[config.mk]
export PLATFORM = sky130hd
export DESIGN_NAME = ball_renderer_flat
export DESIGN_NICKNAME = d
export VERILOG_FILES = /design/src/rtl/juggle_pkg.sv /design/src/rtl/ball_renderer_if.sv /design/src/rtl/ball_hit_test.sv /design/src/rtl/ball_renderer.sv /design/src/flat_wrapper.sv
export SDC_FILE = /design/constraint.sdc
export NUM_CORES = 2
export LEC_CHECK = 0
export BUFFER_PORTS_ARGS = -buffer_cell sky130_fd_sc_hd__buf_4
export CORE_AREA = 2 2 241 220
export DETAILED_ROUTE_END_ITERATION = 8
export DIE_AREA = 0 0 243 222
export GPL_TIMING_DRIVEN = 0
export PLACE_DENSITY = 0.83
export SLEW_MARGIN = 20
export SYNTH_ARGS = -nofsm -noshare
export SYNTH_HDL_FRONTEND = slang
export SYNTH_SLANG_ARGS = --single-unit
export TNS_END_PERCENT = 20
[constraint.sdc]
create_clock -name clk_in -period 10.95 [get_ports clk_in]
set_input_delay 0 -clock clk_in [delete_from_list [all_inputs] [get_ports clk_in]]
set_output_delay 0 -clock clk_in [all_outputs]
set_load 0.02 [all_outputs]
[src/rtl/juggle_pkg.sv]
// juggle_pkg: shared widths, ball palette and renderer FSM states
package juggle_pkg;
    localparam int MAX_BALLS = 7;
    localparam int X_W = 11;
    localparam int Y_W = 10;
    localparam logic [11:0] BALL_COLOR [MAX_BALLS] = '{
        12'hF00, 12'h0F0, 12'h00F, 12'hFF0, 12'hF0F, 12'h0FF, 12'hFFF
    };
    typedef enum logic {BLANK, SHOW} state_t;
endpackage

[src/rtl/ball_renderer_if.sv]
// ball_renderer_if: trajectory bus carrying ball centres and count into the renderer
interface ball_renderer_if;
    import juggle_pkg::*;
    logic [X_W-1:0] traj_x_in [MAX_BALLS-1:0];
    logic [Y_W-1:0] traj_y_in [MAX_BALLS-1:0];
    logic           traj_valid_in;
    logic [2:0]     num_balls_in;
    modport master (output traj_x_in, traj_y_in, traj_valid_in, num_balls_in);
    modport slave  (input  traj_x_in, traj_y_in, traj_valid_in, num_balls_in);
endinterface

[src/rtl/ball_hit_test.sv]
// ball_hit_test: per-ball distance pipeline (deltas, gated squares, radius window compare)
module ball_hit_test
    import juggle_pkg::*;
#(
    parameter logic [11:0] RAD   = 12'd8,
    parameter logic [10:0] HI_SQ = 11'd64,
    parameter logic [10:0] LO_SQ = 11'd0
) (
    input  logic           clk_in,
    input  logic           rst_in,
    input  logic           active,
    input  logic [X_W-1:0] hcount,
    input  logic [Y_W-1:0] vcount,
    input  logic [X_W-1:0] x,
    input  logic [Y_W-1:0] y,
    output logic           hit
);
    logic [11:0] dx, dy, adx, ady;
    logic        act_1, act_2, near;
    logic [9:0]  sq_x, sq_y;
    logic [10:0] sum;
    assign adx  = dx[11] ? ~dx + 12'd1 : dx;
    assign ady  = dy[11] ? ~dy + 12'd1 : dy;
    assign near = adx <= RAD && ady <= RAD;
    assign sum  = {1'b0, sq_x} + {1'b0, sq_y};
    assign hit  = act_2 && sum <= HI_SQ && sum >= LO_SQ;
    // stage 1: 12-bit two's-complement deltas so centres near an edge never wrap
    always_ff @(posedge clk_in) begin
        if (rst_in) begin
            act_1 <= 1'b0;
            dx    <= '0;
            dy    <= '0;
        end else begin
            act_1 <= active;
            dx    <= {1'b0, hcount} - {1'b0, x};
            dy    <= {2'b0, vcount} - {2'b0, y};
        end
    end
    // stage 2: out-of-box pixels miss outright; in-box magnitudes fit 5 bits for squaring
    always_ff @(posedge clk_in) begin
        if (rst_in) begin
            act_2 <= 1'b0;
            sq_x  <= '0;
            sq_y  <= '0;
        end else begin
            act_2 <= act_1 && near;
            sq_x  <= near ? 10'(adx[4:0]) * 10'(adx[4:0]) : '0;
            sq_y  <= near ? 10'(ady[4:0]) * 10'(ady[4:0]) : '0;
        end
    end
endmodule

[src/rtl/ball_renderer.sv]
// ball_renderer: 3-stage pixel pipeline drawing up to 7 balls; BALL_OUTLINE_EN draws rings instead of discs
module ball_renderer
    import juggle_pkg::*;
#(
    parameter int RADIUS     = 8,
    parameter int RING_WIDTH = 2
) (
    input  logic              clk_in,
    input  logic              rst_in,
    input  logic              nf_in,
    input  logic [X_W-1:0]    hcount_in,
    input  logic [Y_W-1:0]    vcount_in,
    ball_renderer_if.slave    traj,
    output logic [11:0]       pixel_out,
    output logic              ball_hit_out,
    output logic [2:0]        ball_idx_out
);
`ifdef BALL_OUTLINE_EN
    localparam bit OUTLINE = 1'b1;
`else
    localparam bit OUTLINE = 1'b0;
`endif
    localparam int          INNER = RADIUS > RING_WIDTH ? RADIUS - RING_WIDTH : 0;
    localparam logic [10:0] HI_SQ = 11'(RADIUS * RADIUS);
    localparam logic [10:0] LO_SQ = OUTLINE ? 11'(INNER * INNER) : 11'd0;
    logic [X_W-1:0]       pend_x [MAX_BALLS-1:0];
    logic [Y_W-1:0]       pend_y [MAX_BALLS-1:0];
    logic [X_W-1:0]       disp_x [MAX_BALLS-1:0];
    logic [Y_W-1:0]       disp_y [MAX_BALLS-1:0];
    logic [2:0]           pend_n, disp_n, cur_n, sel;
    logic                 pend_ok, load, show;
    logic [11:0]          color;
    logic [MAX_BALLS-1:0] hit;
    state_t               state;
    assign load  = nf_in && pend_ok;
    assign show  = state == SHOW || load;
    assign cur_n = load ? pend_n : disp_n;
    // double buffering: pending tracks every valid trajectory, display swaps only at frame start
    always_ff @(posedge clk_in) begin
        if (rst_in) begin
            state   <= BLANK;
            pend_ok <= 1'b0;
            pend_n  <= '0;
            disp_n  <= '0;
            pend_x  <= '{default: '0};
            pend_y  <= '{default: '0};
            disp_x  <= '{default: '0};
            disp_y  <= '{default: '0};
        end else begin
            if (traj.traj_valid_in) begin
                pend_x  <= traj.traj_x_in;
                pend_y  <= traj.traj_y_in;
                pend_n  <= traj.num_balls_in;
                pend_ok <= 1'b1;
            end
            if (load) begin
                disp_x <= pend_x;
                disp_y <= pend_y;
                disp_n <= pend_n;
                state  <= SHOW;
            end
        end
    end
    // the pixel sampled on a load edge already sees the incoming display buffer
    for (genvar g = 0; g < MAX_BALLS; g++) begin : g_ball
        ball_hit_test #(
            .RAD   (12'(RADIUS)),
            .HI_SQ (HI_SQ),
            .LO_SQ (LO_SQ)
        ) u_hit (
            .clk_in (clk_in),
            .rst_in (rst_in),
            .active (show && 3'(g) < cur_n),
            .hcount (hcount_in),
            .vcount (vcount_in),
            .x      (load ? pend_x[g] : disp_x[g]),
            .y      (load ? pend_y[g] : disp_y[g]),
            .hit    (hit[g])
        );
    end
    // priority encoder: lowest-index hitting ball wins
    always_comb begin
        sel   = 3'd7;
        color = '0;
        for (int i = MAX_BALLS - 1; i >= 0; i--) begin
            sel   = hit[i] ? 3'(i) : sel;
            color = hit[i] ? BALL_COLOR[i] : color;
        end
    end
    // stage 3: registered outputs
    always_ff @(posedge clk_in) begin
        if (rst_in) begin
            ball_hit_out <= 1'b0;
            ball_idx_out <= 3'd7;
            pixel_out    <= '0;
        end else begin
            ball_hit_out <= |hit;
            ball_idx_out <= sel;
            pixel_out    <= color;
        end
    end
endmodule
[src/flat_wrapper.sv]
// flat-port wrapper written by rule: the top's interface ports become plain ports
module ball_renderer_flat import juggle_pkg::*;
#(
    parameter int RADIUS     = 8,
    parameter int RING_WIDTH = 2
)
  (clk_in, rst_in, nf_in, hcount_in, vcount_in, pixel_out, ball_hit_out, ball_idx_out, traj_traj_x_in, traj_traj_y_in, traj_traj_valid_in, traj_num_balls_in);
  ball_renderer_if traj_i ();
  input  logic clk_in;
  input  logic rst_in;
  input  logic nf_in;
  input  logic [X_W-1:0] hcount_in;
  input  logic [Y_W-1:0] vcount_in;
  output logic [11:0] pixel_out;
  output logic ball_hit_out;
  output logic [2:0] ball_idx_out;
  input wire logic [$bits(traj_i.traj_x_in)-1:0] traj_traj_x_in;
  input wire logic [$bits(traj_i.traj_y_in)-1:0] traj_traj_y_in;
  input wire logic [$bits(traj_i.traj_valid_in)-1:0] traj_traj_valid_in;
  input wire logic [$bits(traj_i.num_balls_in)-1:0] traj_num_balls_in;
  assign traj_i.traj_x_in = {>>{traj_traj_x_in}};
  assign traj_i.traj_y_in = {>>{traj_traj_y_in}};
  assign traj_i.traj_valid_in = traj_traj_valid_in;
  assign traj_i.num_balls_in = traj_num_balls_in;
  ball_renderer #(.RADIUS(RADIUS), .RING_WIDTH(RING_WIDTH)) u_core (.clk_in(clk_in), .rst_in(rst_in), .nf_in(nf_in), .hcount_in(hcount_in), .vcount_in(vcount_in), .traj(traj_i), .pixel_out(pixel_out), .ball_hit_out(ball_hit_out), .ball_idx_out(ball_idx_out));
endmodule
==> impl_metrics.ini <==
[critical_path]
worstPathArrival_ns = 5.61
path_max_fanout = 10
cp_num_buf_inv = 3
reg2reg_to = u_core.g_ball[6].u_hit.dx[11]
cp-start-kind = register
crit_top_cell = clkbuf_1
critical-path-top-delay-family = compound AO/OA/AOI/OAI gates
max_stage_delay_ns = 0.81
rr_worst_depth = 14
r2r_setup_slack_ns = 5.82
endpoint_kind = register
cp.depth = 14
r2r_start = u_core.pend_ok
cpMaxStageDelayCell = a2111oi_0
cp.required_ns = 11.42
crit_type = register to register
path_cells = and2_1 > clkbuf_1 > clkbuf_1 > clkbuf_1 > mux2i_1 > ha_1 > nor2b_1 > o21ai_0 > a21boi_0 > o21ai_0 > a21oi_1 > a31oi_1 > nor2_1 > a2111oi_0

[timing]
period_minus_slack_ns = 5.13
slew_violations = 0
worst_pin_slew_ns = 1.33
hold_viol_final = 0
maxSlewHeadroom_pct = 11.0
setup_viol = 0
rsz0062_at_grt = no
final.setup_skew_ns = 0.0317
fin_tns_setup_ns = 0
fin_crit_sh_pct = 46.9
max_freq_mhz = 195

[yosys]
synth_flop_cell = dfxtp_1
yosys.area.top_type = dfxtp_1
synth_enable_flop_cells = 0
netlist_instances = 3727
postSynth.asyncResetShare_pct = 0
ys_ff_latch = 610
yosysTopAreaCellShare_pct = 35.8
synth.distinct_cells = 82
ys_warn_count = 0
synth_most_common_cell = nor2_1
yosys-top-cells-area = dfxtp_1 (36%), ha_1 (14%), mux2i_1 (8.7%)
seq_area_frac_synth_pct = 35.8
synth_fp_nets = 4338
yosys-top-cells-count = nor2_1 (625), dfxtp_1 (610), ha_1 (391)
syn_area_um2 = 34100
syn_avg_cell_area_um2 = 9.15

[power_and_ir_drop]
leakage_nw = 19.1
p_int_w = 0.00411
power.share.clock_pct = 38.2
p_switching_w = 0.00177
power_w = 0.00587
combPwrFrac_pct = 20.6
pwr-share-seq_pct = 41.2
powerDensity_nw_per_um2 = 146
ir_worst_vdd_v = 0.000138
swShare_pct = 30.1

[layout]
syn2layout_area_growth_pct = 18.0
drive_above_1_share_pct = 9.50
layout.nets = 4759

[floorplanning]
rows = 79
die_y_um = 222
io_pins = 191
die_area_um2 = 53900
die_width_um = 243
start_util_pct = 66.6
core_um2 = 51200

[clock_tree]
cts.path.max_buffers = 3
numCtsBuffers = 61
clk_pin_slew_worst_paths_ns = 0.07
cts_sinks = 610
htree_levels = 2
root_buffer = clkbuf_16
post_cts_buffers = 0
cts_tree = done
clock_latency_ns = 0.69

[grt]
grt_start_max_net_pins = 18
grtUsageMet3_pct = 7.13
grt_pass1_vias = 29013
overflow = 0
grt-busiest-layer = met2
grt_usage_pct = 36.8
grt_pass1_wl_um = 155000
grt_use_met1_pct = 43.4
antenna_found_initial = 6
grt_use_met2_pct = 60.3

[detailed_routing]
wl_per_cell_um = 20.8
firstDrtPassIters = 5
via_count = 29204
drcViolationCount = 0
routed_wl_um = 102000
first_iter_violations = 2387
drt-vias-per-instance = 5.97
ant_nets = 0

[min_path]
min-delay-start = vcount_in[0]
holdPathEnd = u_core.g_ball[0].u_hit.dy[0]
worst_hold_path_type = input port to register
hold_depth = 4

[run]
drv_cap = 0

[status]
status = complete, no violations

[place]
gp_routability_congestion = 0.947
portBuffers = 188
dp_hpwl_um = 69200
-- through the flow --
step                area, um2  util [%]  hold slack (ns)  cells  setup WS, ns
finish                  40200      78.6           0.0459   4891          5.82
global route            40200      78.6           0.0279   4891          5.71
CTS                     40200      78.6           0.0336   4887          5.99
detailed placement      36400      71.0            0.241   4603          6.03
global placement        36400      71.0            0.234   4603          6.04
floorplan               34100         -            0.147   3727          6.49
-- registers in the layout (all words and copies together), names as in the netlist --
signal	cells
u_core.ball_hit_out	1
u_core.ball_idx_out	3
u_core.disp_n	3
u_core.disp_x	77
u_core.disp_y	70
u_core.g_ball.u_hit.act_1	7
u_core.g_ball.u_hit.act_2	7
u_core.g_ball.u_hit.dx	84
u_core.g_ball.u_hit.dy	77
u_core.g_ball.u_hit.sq_x	63
u_core.g_ball.u_hit.sq_y	63
u_core.pend_n	3
u_core.pend_ok	1
u_core.pend_x	77
u_core.pend_y	70
u_core.pixel_out	3
u_core.state	1
-- kinds of logic after synthesis --
kind of cell	count (synthesis)	share of synthesized area (%)
AND/OR/NAND/NOR	1290	17.9
multiplexers	315	9.31
buffers and inverters	288	3.36
XOR/XNOR	230	5.97
AO/OA/AOI/OAI	558	10.7
flip-flops	610	35.8
adder cells (fa/ha/maj)	436	17.0
-- routing by layer --
layer	up-vias	routed length (um)
met5	-	22
met4	4	7960
met3	454	8700
met2	1302	46000
met1	13724	39100
li1	13720	-
-- layout make-up --
class,instances,area [um2]
multi-input cells,2829,20700
flip-flops and latches,610,12200
fillers,3327,11000
repair buffers,358,3110
clock buffers,75,1690
well taps,688,861
inverters,166,623
plain buffers,122,528
clock inverters,39,460
diodes,4,10.0
-- power groups by stage --
stage	registers (W)	clock network (W)	logic [W]
floorplan	0.00243	0	0.000808
global placement	0.00246	0	0.00108
detailed placement	0.00246	0	0.00110
CTS	0.00242	0.00222	0.00117
global route	0.00243	0.00234	0.00132
finish	0.00242	0.00224	0.00121
-- cell usage in the layout, fill, tap and decap left out, types with 48 or more instances in the layout --
master         count
o21ai_0          125
nor2_1           625
xor2_1           101
a21oi_1          119
and2_1            89
ha_1             391
nor2b_1           95
dlygate4sd3_1    170
mux2i_1          297
buf_4            198
clkbuf_1          89
inv_1            165
nand2_1          167
dfxtp_1          610
clkbuf_16         61
a21o_1            99
a31oi_1           48
xnor2_1          126
nor3_1            95
-- timing repair --
item | 4_1_cts | 5_1_grt
endpoints found under the hold margin | 220 | 0
resized for setup | 0 | 0
hold buffers | 170 | 0
-- worst reg2reg max path, stage by stage, from the launching register on --
cell	delay (ns)
dfxtp_1	0.35
and2_1	0.13
clkbuf_1	0.19
clkbuf_1	0.65
clkbuf_1	0.78
mux2i_1	0.40
ha_1	0.30
nor2b_1	0.14
o21ai_0	0.25
a21boi_0	0.16
o21ai_0	0.25
a21oi_1	0.15
a31oi_1	0.29
nor2_1	0.09
a2111oi_0	0.81
-- how the worst max path moves through the flow --
stage	from	endpoint	slack, ns
floorplan	u_core.g_ball[2].u_hit.dy[0]	u_core.g_ball[2].u_hit.sq_y[8]	6.49
global placement	u_core.g_ball[2].u_hit.dy[0]	u_core.g_ball[2].u_hit.sq_y[8]	6.04
detailed placement	u_core.g_ball[2].u_hit.dy[0]	u_core.g_ball[2].u_hit.sq_y[8]	6.03
CTS	u_core.g_ball[2].u_hit.dy[0]	u_core.g_ball[2].u_hit.sq_y[8]	5.99
global route	u_core.pend_ok	u_core.g_ball[5].u_hit.dy[10]	5.71
finish	u_core.pend_ok	u_core.g_ball[6].u_hit.dx[11]	5.82
(Power assumes the default switching activity.)
